**config.mk**
```make
export PLATFORM = sky130hd
export DESIGN_NAME = uart_rx_fifo
export DESIGN_NICKNAME = d
export VERILOG_FILES = /design/src/rtl/uart_rx_fifo.sv
export SDC_FILE = /design/constraint.sdc
export NUM_CORES = 1
export LEC_CHECK = 0
export ABC_AREA = 1
export CELL_PAD_IN_SITES_DETAIL_PLACEMENT = 1
export CELL_PAD_IN_SITES_GLOBAL_PLACEMENT = 2
export CORE_UTILIZATION = 30
export DETAILED_ROUTE_END_ITERATION = 10
export HOLD_SLACK_MARGIN = 0.05
export PLACE_DENSITY = 0.58
export SYNTH_ARGS = -nofsm -noshare
export SYNTH_HDL_FRONTEND = slang
export SYNTH_SLANG_ARGS = --single-unit
export TNS_END_PERCENT = 20
```
**constraint.sdc**
```tcl
create_clock -name clk -period 3.7 [get_ports clk]
set_clock_uncertainty 0.2 [all_clocks]
set_input_delay 0.37 -clock clk [delete_from_list [all_inputs] [get_ports clk]]
set_output_delay 0.37 -clock clk [all_outputs]
set_load 0.05 [all_outputs]
```
**src/rtl/uart_rx_fifo.sv**
```systemverilog
// uart_rx_fifo: byte FIFO buffering the UART bridge's received-byte stream
// for the core. Valid/ready on both sides, first-word-fall-through output.
//
// Optional feature: define UART_RX_FIFO_DROP_EN to accept every byte
// (in_ready tied high), discard bytes that arrive while full, and count
// them on a saturating 8-bit drop_cnt port. Without the macro the FIFO
// back-pressures through in_ready and drop_cnt does not exist.
module uart_rx_fifo #(
    parameter int DEPTH = 16,   // entries, power of two, >= 2
    parameter int AW    = 4     // log2(DEPTH)
) (
    input  logic          clk,
    input  logic          rstn,
    input  logic          flush,
    input  logic [7:0]    in_data,
    input  logic          in_valid,
    output logic          in_ready,
    output logic [7:0]    out_data,
    output logic          out_valid,
    input  logic          out_ready,
`ifdef UART_RX_FIFO_DROP_EN
    output logic [7:0]    drop_cnt,
`endif
    output logic [AW:0]   count
);

    localparam logic [AW:0] FULL_COUNT = (AW+1)'(DEPTH);

    logic [7:0]    mem [DEPTH];
    logic [AW-1:0] wr_ptr;
    logic [AW-1:0] rd_ptr;
    logic          full;
    logic          push;
    logic          pop;

    assign full      = (count == FULL_COUNT);
    assign out_valid = (count != '0);
    assign out_data  = mem[rd_ptr];

`ifdef UART_RX_FIFO_DROP_EN
    assign in_ready = 1'b1;
`else
    assign in_ready = ~full;
`endif

    // A byte is written only when there is room; in drop mode in_ready is
    // always high, so the ~full term is what discards bytes at capacity.
    assign push = in_valid & in_ready & ~full & ~flush;
    assign pop  = out_valid & out_ready & ~flush;

    // Storage write; a full FIFO with a simultaneous pop still refuses the
    // incoming byte, so there is never a pass-through path.
    // NOTE: the memory array has no reset -- only the pointers and count
    // define which entries are valid, and a reset on the array would turn
    // it into flops instead of RAM.
    always_ff @(posedge clk) begin
        if (push) begin
            mem[wr_ptr] <= in_data;
        end
    end

    // Write/read pointers; AW-bit width makes DEPTH-1 -> 0 wrap automatic.
    // NOTE: sequential state uses non-blocking assignments so every register
    // samples the pre-edge value of its neighbours regardless of order.
    always_ff @(posedge clk or negedge rstn) begin
        if (!rstn) begin
            wr_ptr <= '0;
            rd_ptr <= '0;
        end else if (flush) begin
            wr_ptr <= '0;
            rd_ptr <= '0;
        end else begin
            if (push) begin
                wr_ptr <= wr_ptr + 1'b1;
            end
            if (pop) begin
                rd_ptr <= rd_ptr + 1'b1;
            end
        end
    end

    // Occupancy counter: held when push and pop coincide.
    always_ff @(posedge clk or negedge rstn) begin
        if (!rstn) begin
            count <= '0;
        end else if (flush) begin
            count <= '0;
        end else begin
            case ({push, pop})
                2'b10:   count <= count + 1'b1;
                2'b01:   count <= count - 1'b1;
                default: count <= count;
            endcase
        end
    end

`ifdef UART_RX_FIFO_DROP_EN
    // Saturating count of bytes discarded at capacity; survives flush so
    // software can still read how much input was lost.
    always_ff @(posedge clk or negedge rstn) begin
        if (!rstn) begin
            drop_cnt <= '0;
        end else if (in_valid && full && !flush && drop_cnt != 8'hFF) begin
            drop_cnt <= drop_cnt + 1'b1;
        end
    end
`endif

endmodule
```
==> results of run 1 <==
layer usage:
metal | global-route usage [%] | vias to the layer above
met5 | 0 | -
met4 | 7.00 | 0
met3 | 3.20 | 14
met2 | 28.8 | 75
met1 | 23.6 | 1949
li1 | - | 1842
kinds of logic after synthesis:
| logic type | Yosys count | synth area share, % |
|---|---|---|
| AO/OA/AOI/OAI | 102 | 9.31 |
| XOR/XNOR | 2 | 0.292 |
| adder cells (fa/ha/maj) | 9 | 2.00 |
| buffers and inverters | 49 | 3.70 |
| flip-flops | 141 | 69.6 |
| AND/OR/NAND/NOR | 194 | 15.1 |
synthesized netlist by cell type:
master / instances / area [sq um]
o21ai_2: 3 / 26.3
xnor2_1: 1 / 8.76
o211ai_1: 9 / 67.6
inv_2: 1 / 3.75
nor2_1: 60 / 225
nand4_1: 23 / 144
inv_1: 20 / 75.1
a21oi_1: 25 / 125
xor2_1: 1 / 8.76
ha_1: 8 / 100
buf_4: 2 / 15.0
nor2_2: 2 / 12.5
a211oi_1: 2 / 15.0
nand3_1: 12 / 60.1
edfxtp_1: 128 / 3840
clkbuf_1: 8 / 30.0
o21ai_0: 51 / 255
nand3_2: 3 / 30.0
o21ai_1: 5 / 25.0
nor2_4: 2 / 22.5
dfrtp_1: 13 / 325
nor3_1: 2 / 10.0
nand3b_1: 1 / 7.51
buf_2: 14 / 70.1
fa_1: 1 / 20.0
nand2_4: 8 / 90.1
inv_4: 2 / 12.5
nand2_1: 81 / 304
buf_6: 1 / 11.3
o22ai_1: 7 / 43.8
clkinv_1: 1 / 3.75
through the flow:
stage | setup slack (ns) | utilization (%) | hold slack (ns)
floorplan | 0.989 | - | -0.126
global placement | 0.797 | 33.4 | 0.384
detailed placement | 0.731 | 33.4 | 0.391
CTS | 0.552 | 36.7 | 0.185
global route | 0.396 | 36.7 | 0.195
finish | 0.628 | 36.7 | 0.148
area by class of cell:
type | count | area share, %
clock buffers | 26 | 8.32
clock inverters | 6 | 0.837
inverters | 24 | 1.33
multi-input cells | 307 | 22.3
flip-flops and latches | 141 | 58.1
well taps | 265 | 4.62
repair buffers | 36 | 4.43
cell usage in the layout, fill, tap and decap left out, types with 8 or more instances in the layout:
master,synthesis,final
edfxtp_1,128,128
buf_4,2,17
o211ai_1,9,9
nand2_4,8,8
nor2_1,60,60
clkdlybuf4s50_1,0,19
clkbuf_16,0,23
inv_1,20,19
ha_1,8,8
o21ai_0,51,51
nand2_1,81,81
nand3_1,12,12
a21oi_1,25,25
nand4_1,23,23
dfrtp_1,13,12
critical path, cell delays in order (launching register included):
cell and delay, ns:
dfrtp_1 0.74, inv_1 0.48, a211oi_1 0.28, a21oi_1 0.09, o21ai_1 0.17, nand2_1 0.12, buf_4 0.20
sequential cells by signal, summed over array words and instances (netlist names):
signal	flops
rd_ptr	4
count	5
mem	128
wr_ptr	4
power groups by stage:
| stage | sequential [W] | combinational [W] | clock (W) |
|---|---|---|---|
| finish | 0.00184 | 0.00150 | 0.00183 |
| global placement | 0.00188 | 0.00152 | 0 |
| floorplan | 0.00194 | 0.000935 | 0 |
| detailed placement | 0.00188 | 0.00153 | 0 |
| global route | 0.00185 | 0.00164 | 0.00193 |
| CTS | 0.00185 | 0.00153 | 0.00187 |
worst max-delay path by stage:
stage               from           to  slack [ns]
6_report       rd_ptr[2]  out_data[3]        0.63
2_1_floorplan   count[1]     count[4]        0.99
5_1_grt        rd_ptr[0]  out_data[1]        0.40
4_1_cts        rd_ptr[0]  out_data[7]        0.55
3_5_place_dp       flush     count[4]        0.73
3_3_place_gp       flush     count[4]        0.80
==> impl_metrics.csv, run 1 <==
group,metric,value,unit
grt,antenna_found_initial,0,
worst_hold_path,hold_class,"primary input to async pin",
clocking,clockRootBuffer,"clkbuf_16",
timing,setup-tns-final,0,ns
layout,seq_area,0.00417,sq mm
clocking,cts.sinks,141,
synthesis,syn_inst,497,
power,seqPwrFrac,35.6,%
placed_design,io_buffer_count,27,
layout,drive_gt1_share,13.0,%
layout,fin_cells,805,
synthesis,ys_ff_latch,141,
clocking,cts_buffers,17,
power,p_switching,0.00180,W
floorplanning,start_util,30.7,%
power,finalPower,0.00517,W
power,pwr-share-comb,28.9,%
layout,multi_input_area,0.00160,sq mm
setup_path,worstSetupPathType,"register to primary output",
placed_design,dp.cells,773,
drt,vias,3880,
run_status,status,"finished clean",
drt,dr_wl_met2,7.90,mm
timing,hold_viol,0,
synthesis,syn-mean-instance-area,12.1,sq um
clocking,htree_levels,4,
timing,max_freq,326,MHz
grt,grt_max_degree,75,
drt,drt-total-wl,16.4,mm
timing,period_minus_slack,3.07,ns
setup_path,r2r_cells,14,
drt,ant_nets,0,
setup_path,crit_arrival,2.50,ns
setup_path,worstPathRequired,3.13,ns
drt,wl_per_cell,20.4,um
layout,stdcell_area,0.00717,sq mm
placed_design,dpl-instance-area,0.00652,sq mm
timing,final.period_utilization,83.0,%
power,p_int,0.00337,W
setup_path,regToRegStartpoint,"count[1]",
clocking,cts_setup_buffers,0,
clocking,cts_tree,"done",
clocking,cts_buffer_depth,2,
clocking,clkTransAtPathRegs,0.06,ns
setup_path,crit_path_max_fanout,15,
floorplanning,die_width,143,um
synthesis,ys_types,31,
floorplanning,rows,51,
floorplanning,ios,28,
setup_path,ff2ff_setup_slack,1.33,ns
floorplanning,core,0.0195,sq mm
synthesis,synth_area,0.00599,sq mm
setup_path,critPathLaunchType,"register",
setup_path,end_kind,"primary output",
placed_design,place_congestion,0.783,
drt,vias_per_cell,4.82,
floorplanning,die_area,0.0205,sq mm
layout,syn_to_final_growth,19.7,%
timing,slew_violations,0,
drt,dr.max_layer_used,"met4",
timing,setup_viol,0,
timing,relSlewSlack,42.0,%
grt,grtUsageTotal,17.8,%
power,power_frac_clock,35.4,%
setup_path,worst_r2r_endpoint,"count[4]",
floorplanning,die_y,143,um
grt,overflow,0,
clocking,clock_latency,0.42,ns
placed_design,dp_hpwl,10.7,mm
power,p_leak,2.53,nW
synthesis,syn-num-nets,519,
layout,nFillCells,2116,
synthesis,ys_warn_count,0,
drt,drt_iter0_markers,158,
drt,firstDrtPassIters,4,
drt,wl_met3,558,um
power,peakVddDrop,0.373,mV
drt,drc_errors,0,
layout,layout.nets,549,
layout,antenna_cells,0,
run,drv_cap,0,
clocking,cts_hold_buf,0,
drt,wl_met1,7.63,mm
grt,grt_first_pass_wirelength,25.3,mm
power,p_sw_share,34.8,%
power,p_per_area,721,mW/mm^2
timing,worstMarginPinSlew,0.867,ns
clocking,cts_resized,0,
grt,grt_pass1_vias,4056,
synthesis,yosysSeqAreaShare,69.6,%
timing,rsz0062_at_grt,"false",
Power figures use the tool's default switching activity.
==> run 2: changes to the inputs <==
PLACE_DENSITY = 0.61   (was 0.58)
clock period = 2.5 ns   (was 3.7 ns; I/O delays follow)
==> impl_metrics.csv, run 2 (synthesized netlist as in run 1, its figures left out) <==
group,metric,value,unit
run_status,status,"finished clean",
layout,antenna_cells,0,
layout,reg_top3,"mem: 128 flops, count: 5 flops",
timing,slew_violations,0,
placed_design,dp_hpwl,10.3,mm
clocking,clockRootBuffer,"clkbuf_16",
floorplanning,die_y,143,um
placed_design,place_congestion,0.808,
setup_path,slowest_stage,"dfrtp_2",
run,drv_cap,0,
power,seqPwrFrac,34.9,%
drt,drt_iter0_markers,233,
setup_path,critPathLaunchType,"register",
timing,max_freq,407,MHz
clocking,clkTransAtPathRegs,0.06,ns
drt,drt-total-wl,16.4,mm
timing,hold_viol,0,
layout,syn_to_final_growth,26.0,%
placed_design,pre_cts_ws,0.0631,ns
power,pwr-share-comb,35.3,%
timing,final.period_utilization,98.3,%
grt,overflow,0,
clocking,cts.sinks,141,
floorplanning,die_area,0.0205,sq mm
power,p_leak,2.69,nW
power,p_switching,0.00289,W
setup_path,critical_path.max_stage_delay,0.48,ns
layout,largest_reg_flops,128,
floorplanning,die_width,143,um
layout,drive_gt1_share,21.1,%
drt,drc_errors,0,
layout,regMostFlops,"mem",
floorplanning,core,0.0195,sq mm
power,peakVddDrop,0.588,mV
setup_path,ff2ff_setup_slack,0.24,ns
layout,fin_util,38.7,%
drt,vias_per_cell,4.84,
clocking,cts_tree,"done",
drt,wl_per_cell,19.7,um
timing,relSlewSlack,52.2,%
drt,firstDrtPassIters,4,
drt,ant_nets,0,
power,p_per_area,1040,mW/mm^2
grt,grtUsageTotal,17.1,%
placed_design,io_buffer_count,27,
setup_path,regToRegStartpoint,"count[0]",
setup_path,end_kind,"primary output",
layout,layout.nets,574,
layout,mostFrequentLayoutCells,"edfxtp_1 (128), nand2_1 (75), nor2_1 (59)",
floorplanning,start_util,30.7,%
grt,antenna_found_initial,0,
clocking,cts_buffer_depth,2,
floorplanning,ios,28,
drt,vias,4017,
clocking,cts_hold_buf,0,
setup_path,cp_cell_sequence,"buf_6, o21ai_0, o22ai_2, o21ai_1, nand2_2, buf_12",
layout,layout_commonest_cell,"edfxtp_1",
setup_path,worstPathRequired,2.05,ns
timing,rsz0062_at_grt,"true",
setup_path,worstSetupPathType,"register to primary output",
clocking,htree_levels,4,
setup_path,crit_arrival,2.01,ns
timing,setup-tns-final,0,ns
timing,period_minus_slack,2.46,ns
timing,setup_viol,0,
timing,worstMarginPinSlew,0.715,ns
power,p_sw_share,36.6,%
grt,grt_max_degree,59,
grt,grt_first_pass_wirelength,24.7,mm
clocking,clock_latency,0.43,ns
power,power_frac_clock,29.8,%
worst_hold_path,hold_class,"primary input to async pin",
power,p_int,0.00500,W
clocking,cts_buffers,17,
floorplanning,rows,51,
setup_path,r2r_cells,14,
grt,grt_pass1_vias,4130,
setup_path,worst_r2r_endpoint,"count[4]",
setup_path,crit_path_max_fanout,16,
timing,final.setup.worst_slack,0.0419,ns
-- run 2: area by class of cell --
type	count	area (sq um)
inverter	24	103
fill	2092	12000
multi-input combinational	307	1690
timing repair buffer	61	697
sequential	141	4180
tap	265	332
clock inverter	15	130
clock buffer	17	425
-- run 2: worst max path at each step --
stage,depth (start not counted),from,slack (ns),endpoint
6_report,6,rd_ptr[0],0.04,out_data[3]
5_1_grt,7,rd_ptr[0],-0.09,out_data[4]
4_1_cts,6,rd_ptr[0],-0.03,out_data[4]
3_5_place_dp,14,out_ready,0.06,count[4]
3_3_place_gp,14,out_ready,0.09,count[4]
2_1_floorplan,14,count[1],0.05,count[4]
-- run 2: power by group through the flow --
stage / clock (W) / combinational, W / sequential (W)
6_report: 0.00235 / 0.00279 / 0.00275
5_1_grt: 0.00251 / 0.00300 / 0.00276
4_1_cts: 0.00241 / 0.00270 / 0.00275
3_5_place_dp: 0 / 0.00260 / 0.00279
3_3_place_gp: 0 / 0.00257 / 0.00279
2_1_floorplan: 0 / 0.00142 / 0.00288
-- run 2: repair_timing --
item                                    in CTS  in global routing
endpoints found under the setup margin       8                  9
pin swaps                                    3                  5
gates resized for setup                     12                 18
setup buffers                                0                  3
gates cloned                                 1                  1
-- run 2: critical path: cells and delay by family, from the launching register on --
family	cells	cell delay [ns]
AOI/OAI and AO/OA	3	0.63
and+or+nand+nor	1	0.13
DFF	1	0.48
buffers and inverters	2	0.34
-- run 2: through the flow --
stage | instance area [sq um] | total power, W | hold slack [ns] | std cells
detailed placement | 6840 | 0.00539 | 0.345 | 793
finish | 7550 | 0.00789 | 0.0420 | 830
global route | 7550 | 0.00828 | 0.0677 | 830
global placement | 6840 | 0.00537 | 0.340 | 793
CTS | 7460 | 0.00787 | 0.0620 | 826
floorplan | 6020 | 0.00430 | -0.246 | 497
-- run 2: per-layer routing --
layer	global-route usage, %	part of all wire [%]	up-vias
met1	21.5	44	2028
met5	0	0	-
met2	29.2	51	76
met4	5.04	1.2	0
met3	3.97	3.6	16
li1	-	-	1897
